`config.mk`:
```
export PLATFORM = sky130hd
export DESIGN_NAME = memory_latch
export DESIGN_NICKNAME = d
export VERILOG_FILES = /design/src/rtl/memory_latch.sv
export SDC_FILE = /design/constraint.sdc
export NUM_CORES = 1
export LEC_CHECK = 0
export ABC_AREA = 0
export CAP_MARGIN = 20
export CORE_ASPECT_RATIO = 0.5
export CORE_MARGIN = 10
export CORE_UTILIZATION = 50
export CTS_BUF_LIST = sky130_fd_sc_hd__clkbuf_8
export CTS_CLUSTER_SIZE = 24
export DETAILED_ROUTE_END_ITERATION = 12
export PLACE_DENSITY_LB_ADDON = 0.05
export SYNTH_ARGS = -nofsm -noshare
export SYNTH_HDL_FRONTEND = slang
export SYNTH_SLANG_ARGS = --single-unit
```
`constraint.sdc`:
```
create_clock -name CLK -period 4.7 [get_ports CLK]
set_input_delay 0.94 -clock CLK [delete_from_list [all_inputs] [get_ports CLK]]
set_output_delay 0.94 -clock CLK [all_outputs]
set_load 0.03 [all_outputs]
```
`src/rtl/memory_latch.sv`:
```
// memory_latch: MEM stage and MEM/WB pipeline register.
// Rank M holds the instruction from execute and drives the data-memory
// request until dhit; rank W presents registered write-back data/control.
// Optional build macro MEM_FWD_EN adds combinational forwarding outputs
// (fwd_valid, fwd_wsel, fwd_dat) sourced from rank M.
module memory_latch #(
   parameter int ADDR_W    = 32,
   parameter int REG_SEL_W = 5
) (
   input  logic                 CLK,
   input  logic                 nRST,
   input  logic                 mem_en,
   input  logic                 flush,
   input  logic [ADDR_W-1:0]    alu_i,
   input  logic [ADDR_W-1:0]    wdat_i,
   input  logic [ADDR_W-1:0]    pc_i,
   input  logic                 dREN_i,
   input  logic                 dWEN_i,
   input  logic                 reg_wr_i,
   input  logic [REG_SEL_W-1:0] wsel_i,
   input  logic [1:0]           wb_sel_i,
   input  logic                 halt_i,
   input  logic                 dhit,
   input  logic [ADDR_W-1:0]    dmemload,
   output logic                 dmemREN,
   output logic                 dmemWEN,
   output logic [ADDR_W-1:0]    dmemaddr,
   output logic [ADDR_W-1:0]    dmemstore,
   output logic                 mem_stall,
   output logic [ADDR_W-1:0]    wb_dat_o,
   output logic [REG_SEL_W-1:0] wsel_o,
   output logic                 reg_wr_o,
   output logic                 halt_o
`ifdef MEM_FWD_EN
   ,
   output logic                 fwd_valid,
   output logic [REG_SEL_W-1:0] fwd_wsel,
   output logic [ADDR_W-1:0]    fwd_dat
`endif
);

   localparam logic [1:0] WB_MEM  = 2'b01;
   localparam logic [1:0] WB_LINK = 2'b10;

   // rank M
   logic                 m_valid_q,  m_valid_d;
   logic                 m_dren_q,   m_dren_d;
   logic                 m_dwen_q,   m_dwen_d;
   logic                 m_reg_wr_q, m_reg_wr_d;
   logic                 m_halt_q,   m_halt_d;
   logic [REG_SEL_W-1:0] m_wsel_q,   m_wsel_d;
   logic [1:0]           m_wb_sel_q, m_wb_sel_d;
   logic [ADDR_W-1:0]    m_alu_q,    m_alu_d;
   logic [ADDR_W-1:0]    m_wdat_q,   m_wdat_d;
   logic [ADDR_W-1:0]    m_pc_q,     m_pc_d;

   // rank W
   logic                 w_reg_wr_q, w_reg_wr_d;
   logic [REG_SEL_W-1:0] w_wsel_q,   w_wsel_d;
   logic [ADDR_W-1:0]    w_dat_q,    w_dat_d;
   logic                 halt_q,     halt_d;

   logic                 m_busy;
   logic                 m_retire;
   logic [ADDR_W-1:0]    m_link;

   // M holds a memory access; it stalls until the dhit cycle
   assign m_busy    = m_valid_q & (m_dren_q | m_dwen_q);
   assign mem_stall = m_busy & ~dhit;
   assign m_retire  = m_valid_q & ~mem_stall;
   assign m_link    = m_pc_q + ADDR_W'(4);

   assign dmemREN   = m_valid_q & m_dren_q;
   assign dmemWEN   = m_valid_q & m_dwen_q;
   assign dmemaddr  = m_alu_q;
   assign dmemstore = m_wdat_q;

   assign wb_dat_o  = w_dat_q;
   assign wsel_o    = w_wsel_q;
   assign reg_wr_o  = w_reg_wr_q;
   assign halt_o    = halt_q;

`ifdef MEM_FWD_EN
   // loads are excluded: their data is not known until W
   assign fwd_valid = m_valid_q & m_reg_wr_q & ~m_dren_q;
   assign fwd_wsel  = m_wsel_q;
   assign fwd_dat   = (m_wb_sel_q == WB_LINK) ? m_link : m_alu_q;
`endif

   // rank M next state: stall > halted > flush > capture > bubble
   always_comb begin
      m_valid_d  = m_valid_q;
      m_dren_d   = m_dren_q;
      m_dwen_d   = m_dwen_q;
      m_reg_wr_d = m_reg_wr_q;
      m_halt_d   = m_halt_q;
      m_wsel_d   = m_wsel_q;
      m_wb_sel_d = m_wb_sel_q;
      m_alu_d    = m_alu_q;
      m_wdat_d   = m_wdat_q;
      m_pc_d     = m_pc_q;
      if (mem_stall) begin
         // request must stay stable until dhit
      end else if (halt_q || flush) begin
         m_valid_d  = 1'b0;
         m_dren_d   = 1'b0;
         m_dwen_d   = 1'b0;
         m_reg_wr_d = 1'b0;
         m_halt_d   = 1'b0;
      end else if (mem_en) begin
         m_valid_d  = 1'b1;
         // simultaneous read+write is treated as a store only
         m_dren_d   = dREN_i & ~dWEN_i;
         m_dwen_d   = dWEN_i;
         m_reg_wr_d = reg_wr_i;
         m_halt_d   = halt_i;
         m_wsel_d   = wsel_i;
         m_wb_sel_d = wb_sel_i;
         m_alu_d    = alu_i;
         m_wdat_d   = wdat_i;
         m_pc_d     = pc_i;
      end else begin
         m_valid_d  = 1'b0;
      end
   end

   // rank M registers
   always_ff @(posedge CLK or negedge nRST) begin
      if (!nRST) begin
         m_valid_q  <= 1'b0;
         m_dren_q   <= 1'b0;
         m_dwen_q   <= 1'b0;
         m_reg_wr_q <= 1'b0;
         m_halt_q   <= 1'b0;
         m_wsel_q   <= '0;
         m_wb_sel_q <= '0;
         m_alu_q    <= '0;
         m_wdat_q   <= '0;
         m_pc_q     <= '0;
      end else begin
         m_valid_q  <= m_valid_d;
         m_dren_q   <= m_dren_d;
         m_dwen_q   <= m_dwen_d;
         m_reg_wr_q <= m_reg_wr_d;
         m_halt_q   <= m_halt_d;
         m_wsel_q   <= m_wsel_d;
         m_wb_sel_q <= m_wb_sel_d;
         m_alu_q    <= m_alu_d;
         m_wdat_q   <= m_wdat_d;
         m_pc_q     <= m_pc_d;
      end
   end

   // rank W next state: load on retire, otherwise drop the write enable
   always_comb begin
      w_reg_wr_d = 1'b0;
      w_wsel_d   = w_wsel_q;
      w_dat_d    = w_dat_q;
      halt_d     = halt_q;
      if (m_retire) begin
         w_reg_wr_d = m_reg_wr_q;
         w_wsel_d   = m_wsel_q;
         halt_d     = halt_q | m_halt_q;
         case (m_wb_sel_q)
            WB_MEM:  w_dat_d = dmemload;
            WB_LINK: w_dat_d = m_link;
            default: w_dat_d = m_alu_q;
         endcase
      end
   end

   // rank W registers; halt is sticky until reset
   always_ff @(posedge CLK or negedge nRST) begin
      if (!nRST) begin
         w_reg_wr_q <= 1'b0;
         w_wsel_q   <= '0;
         w_dat_q    <= '0;
         halt_q     <= 1'b0;
      end else begin
         w_reg_wr_q <= w_reg_wr_d;
         w_wsel_q   <= w_wsel_d;
         w_dat_q    <= w_dat_d;
         halt_q     <= halt_d;
      end
   end

endmodule

```
==> results of run 1 <==
[per-stage QoR]
step                      total power [uW]  setup slack [ps]  cell area [um2]  std cells
after global routing                  7520              1140             9790       1000
after CTS                             7100              1210             9760        998
after detailed placement              5950              1220             9310        966
final                                 7120              1200             9790       1001
after floorplan                       4440              2290             6690        577
after global placement                5870              1240             9310        966
[routing by layer]
metal	track usage [%]	share of wire, %	vias to the layer above
met5	0	0	-
met4	5.88	1.2	0
met3	10.6	11	18
met2	36.0	47	222
met1	25.9	41	2766
li1	-	-	2564
[worst max-delay path by stage]
| stage | start | end | slack (ps) | depth (start not counted) |
|---|---|---|---|---|
| floorplan | dhit | dmemstore[0] | 2290 | 6 |
| global placement | dhit | mem_stall | 1240 | 6 |
| detailed placement | dhit | mem_stall | 1220 | 6 |
| CTS | dhit | mem_stall | 1210 | 6 |
| global route | dhit | mem_stall | 1140 | 6 |
| finish | dhit | mem_stall | 1200 | 6 |
[layout make-up]
| cell class | instances | area, um2 |
|---|---|---|
| clock buffer | 17 | 234 |
| antenna | 2 | 5.00 |
| clock inverter | 15 | 214 |
| multi-input combinational | 381 | 2830 |
| tap | 170 | 213 |
| sequential | 147 | 3680 |
| timing repair buffer | 258 | 2580 |
| fill | 893 | 3090 |
| inverter | 11 | 41.3 |
[sequential cells by signal, indices dropped and copies added, names as in the netlist]
register / count
dmemaddr: 32
dmemstore: 32
halt_o: 1
m_dren_q: 1
m_dwen_q: 1
m_halt_q: 1
m_pc_q: 32
m_reg_wr_q: 1
m_valid_q: 1
m_wb_sel_q: 2
m_wsel_q: 5
reg_wr_o: 1
wb_dat_o: 32
wsel_o: 5
[where the power goes]
group	total (uW)	internal [uW]	leakage [uW]	switching, uW
Clock	1130	631	0.000235	497
Combinational	3610	1600	0.00200	2010
Sequential	2380	1870	0.00175	502
[kinds of logic (layout without fill, tap and decap cells)]
| logic type | Yosys count | in the layout | synth area share, % |
|---|---|---|---|
| AOI/OAI and AO/OA | 120 | 120 | 11.7 |
| xor gates and xnor gates | 24 | 24 | 3.14 |
| adders and majority gates | 3 | 3 | 0.561 |
| buffers and inverters | 49 | 301 | 3.01 |
| DFF | 147 | 147 | 55.0 |
| muxes | 98 | 98 | 16.5 |
| other | 0 | 2 | 0 |
| and+or+nand+nor | 136 | 136 | 10.2 |
[worst max-delay path, stage by stage]
cell             delay [ps]
clkdlybuf4s50_1         400
o21bai_1                210
inv_1                   150
nand2_1                 110
inv_1                    80
clkdlybuf4s50_1         670
[cell usage in the layout, fill, tap and decap left out, drive strengths merged, types with 5 or more instances in the layout]
| cell type | Yosys | final |
|---|---|---|
| clkdlybuf4s50 | 0 | 248 |
| dfrtp | 147 | 147 |
| mux2 | 97 | 97 |
| nand2 | 66 | 66 |
| o21ai | 52 | 52 |
| xnor2 | 19 | 19 |
| a21oi | 18 | 18 |
| clkbuf | 28 | 17 |
| inv | 11 | 17 |
| and3 | 13 | 13 |
| nor2 | 11 | 11 |
| buf | 10 | 10 |
| nand3 | 9 | 9 |
| nand4 | 9 | 9 |
| o221ai | 9 | 9 |
| nor3 | 9 | 9 |
| a221oi | 8 | 8 |
| o211ai | 6 | 6 |
| nor4 | 6 | 6 |
| xor2 | 5 | 5 |
| bufinv | 0 | 5 |
[synth_stat cells (8+ instances only)]
cell	instances
nor2_1	11
nand3_1	9
a221oi_1	8
dfrtp_1	147
a21oi_1	18
xnor2_1	19
mux2_2	97
buf_2	8
nand4_1	8
and3_1	13
o21ai_0	51
clkbuf_1	28
inv_1	11
nand2_1	66
==> results.py, run 1 <==
metrics = {
    "die": {
        "die_h_um": 102,
        "dieArea_um2": 18700,
        "die-width_um": 184,
        "io_pins": 250,
        "row_count": 29,
        "initial_core_util_pct": 52.0,
        "fp.coreArea_um2": 12900,
    },
    "setup_path": {
        "path_class": "input port to primary output",
        "r2r-start": "m_wb_sel_q[0]",
        "cp-end-kind": "primary output",
        "cp_max_fo": 4,
        "critical_path_required_ps": 3760,
        "reg2reg_to": "wb_dat_o[28]",
        "crit_arrival_ps": 2560,
        "rr_worst_depth": 6,
        "rrSetupSlack_ps": 2060,
        "cp-start-kind": "input port",
    },
    "routing": {
        "drc": 0,
        "wirelength_um": 21200,
        "dr.first_iter.drc_count": 418,
        "drt_pass1_iterations": 5,
        "vias_per_cell": 5.56,
        "drtAntennaViolNets": 0,
        "wire_per_inst_um": 21.2,
        "vias": 5570,
    },
    "power_and_ir_drop": {
        "max-vdd-ir-drop_uv": 389,
        "p_per_area_nw_per_um2": 727,
        "leakage_uw": 0.00398,
    },
    "global_route": {
        "grt_pass1_wl_um": 32200,
        "grt_pass1_vias": 5745,
        "antenna_found_initial": 1,
        "grt_util_all_layers_pct": 22.0,
        "grt_overflow": 0,
        "grt_start_max_net_pins": 104,
    },
    "synth": {
        "synth_top_area_share_pct": 55.0,
        "synthCells": 577,
        "synth.distinct_cells": 46,
        "avgSynthCellArea_um2": 11.6,
        "ys_seq_area_share_pct": 55.0,
        "ys_async_sr_fraction_pct": 100,
        "synth_warnings": 0,
        "yosys.area.top_type": "dfrtp_1",
        "synth_nets": 724,
        "synth_seq_cells": 147,
        "synth_area_leaders": "dfrtp_1 55%, mux2_2 16%, o21ai_0 3.8%",
        "yosys_most_used_dff": "dfrtp_1",
        "syn_area_um2": 6690,
        "synth_edf_count": 0,
    },
    "final_layout": {
        "drive_above_1_share_pct": 17.7,
        "nets": 963,
        "finish.utilization_pct": 76.0,
        "area_delta_synth_final_pct": 46.3,
    },
    "sta": {
        "grt_setup_unrepaired": "false",
        "setup_viol": 0,
        "fin_crit_sh_pct": 74.5,
        "fmax_ghz": 0.286,
        "whs_ps": 471,
        "worst_clock_skew_ps": 16.2,
        "setup_tns_ps": 0,
        "relSlewSlack_pct": 30.1,
        "layout_min_cycle_time_ps": 3500,
        "hold_viol_final": 0,
        "worstMarginPinSlew_ps": 1050,
        "slew_violations": 0,
    },
    "clocking": {
        "insertion_delay_ps": 440,
        "cts_root_buf": "clkbuf_8",
        "cts_sinks": 147,
        "numCtsBuffers": 17,
        "h-tree-depth": 4,
        "clk_pin_slew_worst_paths_ps": 90,
        "holdBufCountCts": 0,
        "postCtsResizedCells": 0,
        "clock_path_buffers": 2,
        "post_cts_buffers": 0,
        "cts_tree": "yes",
    },
    "placement": {
        "io_buffers": 249,
        "dp_hpwl_um": 15500,
        "gp_congestion": 0.824,
    },
    "status": {
        "status": "finished, final reports clean",
    },
    "flow_run": {
        "drv_cap": 0,
    },
    "worst_hold_path": {
        "hold_start": "m_wsel_q[3]",
        "min_to": "wsel_o[3]",
        "hold_depth": 2,
        "hold_class": "register to register",
    },
}
Note: power is estimated with default switching activity, not from simulation.
==> run 2, diff against run 1 <==
--- a/config.mk
+++ b/config.mk
@@ -9,7 +9,7 @@
 export CAP_MARGIN = 20
 export CORE_ASPECT_RATIO = 0.5
 export CORE_MARGIN = 10
-export CORE_UTILIZATION = 50
+export CORE_UTILIZATION = 42
 export CTS_BUF_LIST = sky130_fd_sc_hd__clkbuf_8
 export CTS_CLUSTER_SIZE = 24
 export DETAILED_ROUTE_END_ITERATION = 12
==> constraint.sdc (replaced) <==
create_clock -name CLK -period 2.8 [get_ports CLK]
set_input_delay 0.56 -clock CLK [delete_from_list [all_inputs] [get_ports CLK]]
set_output_delay 0.56 -clock CLK [all_outputs]
set_load 0.03 [all_outputs]
==> run 2 against run 1 <==
Final cell count up 3.7%. Hold slack worse by 380 ps. Largest power group unchanged. Count of clock-buffer cells in the layout up 5. Non-clock buffer count up 5. Register-to-register slack worse by 1700 ps. Wire length down 2.0%. First-iteration DRC count down 41%. Clock power up 68%. Sequential share of layout area down 0.48 points. Critical path depth down 1. Global-route usage down 3.2 points. Sequential power up 67%. Critical endpoint is now wb_dat_o[25].
==> results.py, run 2 (synthesized netlist as in run 1, its figures left out) <==
metrics = {
    "routing": {
        "dr.first_iter.drc_count": 246,
        "drc": 0,
        "wirelength_um": 20800,
        "drtAntennaViolNets": 0,
        "drt_pass1_iterations": 4,
        "vias_per_cell": 5.25,
        "vias": 5447,
        "wire_per_inst_um": 20.0,
    },
    "clocking": {
        "cts_root_buf": "clkbuf_8",
        "h-tree-depth": 4,
        "numCtsBuffers": 17,
        "clk_pin_slew_worst_paths_ps": 80,
        "cts_tree": "yes",
        "insertion_delay_ps": 440,
        "cts_sinks": 147,
        "clock_path_buffers": 2,
        "holdBufCountCts": 0,
    },
    "final_layout": {
        "n_fill_cell": 1280,
        "drive_above_1_share_pct": 18.5,
        "finish.utilization_pct": 64.0,
        "final_cell_mix": "247 x clkdlybuf4s50_1, 147 x dfrtp_1, 97 x mux2_2",
        "final_common_cell": "clkdlybuf4s50_1",
        "n_antenna_cell": 0,
        "nets": 968,
        "area_delta_synth_final_pct": 48.2,
    },
    "setup_path": {
        "critical_path_required_ps": 3190,
        "cp-startpoint": "m_pc_q[7]",
        "crit_end": "wb_dat_o[25]",
        "cp_slowest_cell": "or4_1",
        "cp-end-kind": "register",
        "cp_num_buf_inv": 0,
        "r2r-start": "m_pc_q[7]",
        "cp_max_fo": 13,
        "slowest_delay_ps": 840,
        "rr_worst_depth": 5,
        "critical_path_depth": 5,
        "cp_top_family": "simple AND/OR/NAND/NOR gates",
        "crit_arrival_ps": 2780,
        "path_class": "register to register",
        "rrSetupSlack_ps": 410,
        "cp-start-kind": "register",
        "crit_chain": "nand4_1 -> or4_1 -> nor4_2 -> xor2_1 -> o221a_2",
        "reg2reg_to": "wb_dat_o[25]",
    },
    "die": {
        "die-width_um": 199,
        "initial_core_util_pct": 43.2,
        "row_count": 32,
        "die_h_um": 109,
        "fp.coreArea_um2": 15500,
        "io_pins": 250,
        "dieArea_um2": 21700,
    },
    "power_and_ir_drop": {
        "leakage_uw": 0.00404,
        "p_sw_share_pct": 41.8,
        "max-vdd-ir-drop_uv": 604,
        "p_per_area_nw_per_um2": 1200,
        "seqPwrFrac_pct": 33.4,
        "finalPower_uw": 11900,
        "p_switching_uw": 4970,
        "pwr-share-comb_pct": 50.6,
        "clkPwrFrac_pct": 16.0,
        "p_int_uw": 6930,
    },
    "global_route": {
        "antenna_found_initial": 0,
        "grt_pass1_wl_um": 31700,
        "grt_util_all_layers_pct": 18.9,
        "grt_pass1_vias": 5570,
        "grt_overflow": 0,
        "grt_start_max_net_pins": 67,
    },
    "sta": {
        "slew_violations": 0,
        "fmax_ghz": 0.418,
        "worstMarginPinSlew_ps": 823,
        "whs_ps": 88.4,
        "setup_tns_ps": 0,
        "layout_setup_ws_ps": 409,
        "relSlewSlack_pct": 45.0,
        "grt_setup_unrepaired": "false",
        "layout_min_cycle_time_ps": 2390,
        "hold_viol_final": 0,
        "setup_viol": 0,
        "worst_clock_skew_ps": 16.8,
        "fin_crit_sh_pct": 85.4,
    },
    "placement": {
        "dp_slack_ps": 69.2,
        "io_buffers": 249,
        "gp_congestion": 0.808,
        "dp_hpwl_um": 15500,
    },
    "flow_run": {
        "drv_cap": 0,
    },
    "worst_hold_path": {
        "hold_class": "input port to async pin",
    },
    "status": {
        "status": "finished, final reports clean",
    },
}
==> run 2: changes by cell type in the layout (fill, tap and decap cells not counted), sizes merged <==
cell and delta:
buf +5, clkinvlp -1, clkinv +2, dlymetal6s2s +1
clkbuf +5, clkdlybuf4s50 -1, inv -5, bufinv -1
diode -2
==> run 2: layout make-up <==
class                   count  area [um2]  share of cell area [%]
clock buffers              22         303                    3.05
flip-flops and latches    147        3680                    37.1
clock inverters            10         153                    1.54
repair buffers            263        2660                    26.8
multi-input cells         381        2830                    28.5
inverters                  11        41.3                   0.416
well taps                 204         255                    2.57
==> run 2: metrics by stage <==
stage               cell area [um2]  std cells
floorplan                      6690        577
global placement               9460       1006
detailed placement             9460       1006
CTS                            9920       1038
global route                   9920       1038
finish                         9920       1038
==> run 2: power groups by stage <==
stage	Combinational [uW]	Clock [uW]	Sequential [uW]
final	6020	1900	3980
after floorplan	2150	0	5300
after detailed placement	6060	0	4010
after global routing	6440	2040	4140
after CTS	6090	1950	3980
after global placement	6000	0	3980
==> run 2: timing repair <==
action	in CTS	in global routing
resized for setup	0	1
setup buffers	0	0
endpoints found under the setup margin	0	1
==> run 2: how the worst min path moves through the flow <==
stage                  end         from  slack (ps)
6_report       dmemaddr[5]         nRST          90
3_5_place_dp     wsel_o[2]  m_wsel_q[2]         450
4_1_cts          m_pc_q[7]         nRST         120
2_1_floorplan  dmemaddr[0]         nRST         260
3_3_place_gp     wsel_o[2]  m_wsel_q[2]         440
5_1_grt        dmemaddr[5]         nRST         130
==> run 2: layer usage <==
metal | vias up | track usage, % | routed length, um
met1 | 2693 | 23.9 | 8940
met4 | 0 | 5.46 | 192
met2 | 169 | 29.3 | 9560
met3 | 16 | 7.75 | 2080
met5 | - | 0 | 0
li1 | 2569 | - | -
==> run 3, diff against run 2 <==
--- a/config.mk
+++ b/config.mk
@@ -11,6 +11,7 @@
 export CORE_MARGIN = 10
 export CORE_UTILIZATION = 42
 export CTS_BUF_LIST = sky130_fd_sc_hd__clkbuf_8
+export CTS_CLUSTER_DIAMETER = 40
 export CTS_CLUSTER_SIZE = 24
 export DETAILED_ROUTE_END_ITERATION = 12
 export PLACE_DENSITY_LB_ADDON = 0.05
==> results of run 3 <==
The final DEF is identical to that of run 2; final timing and power are the same.
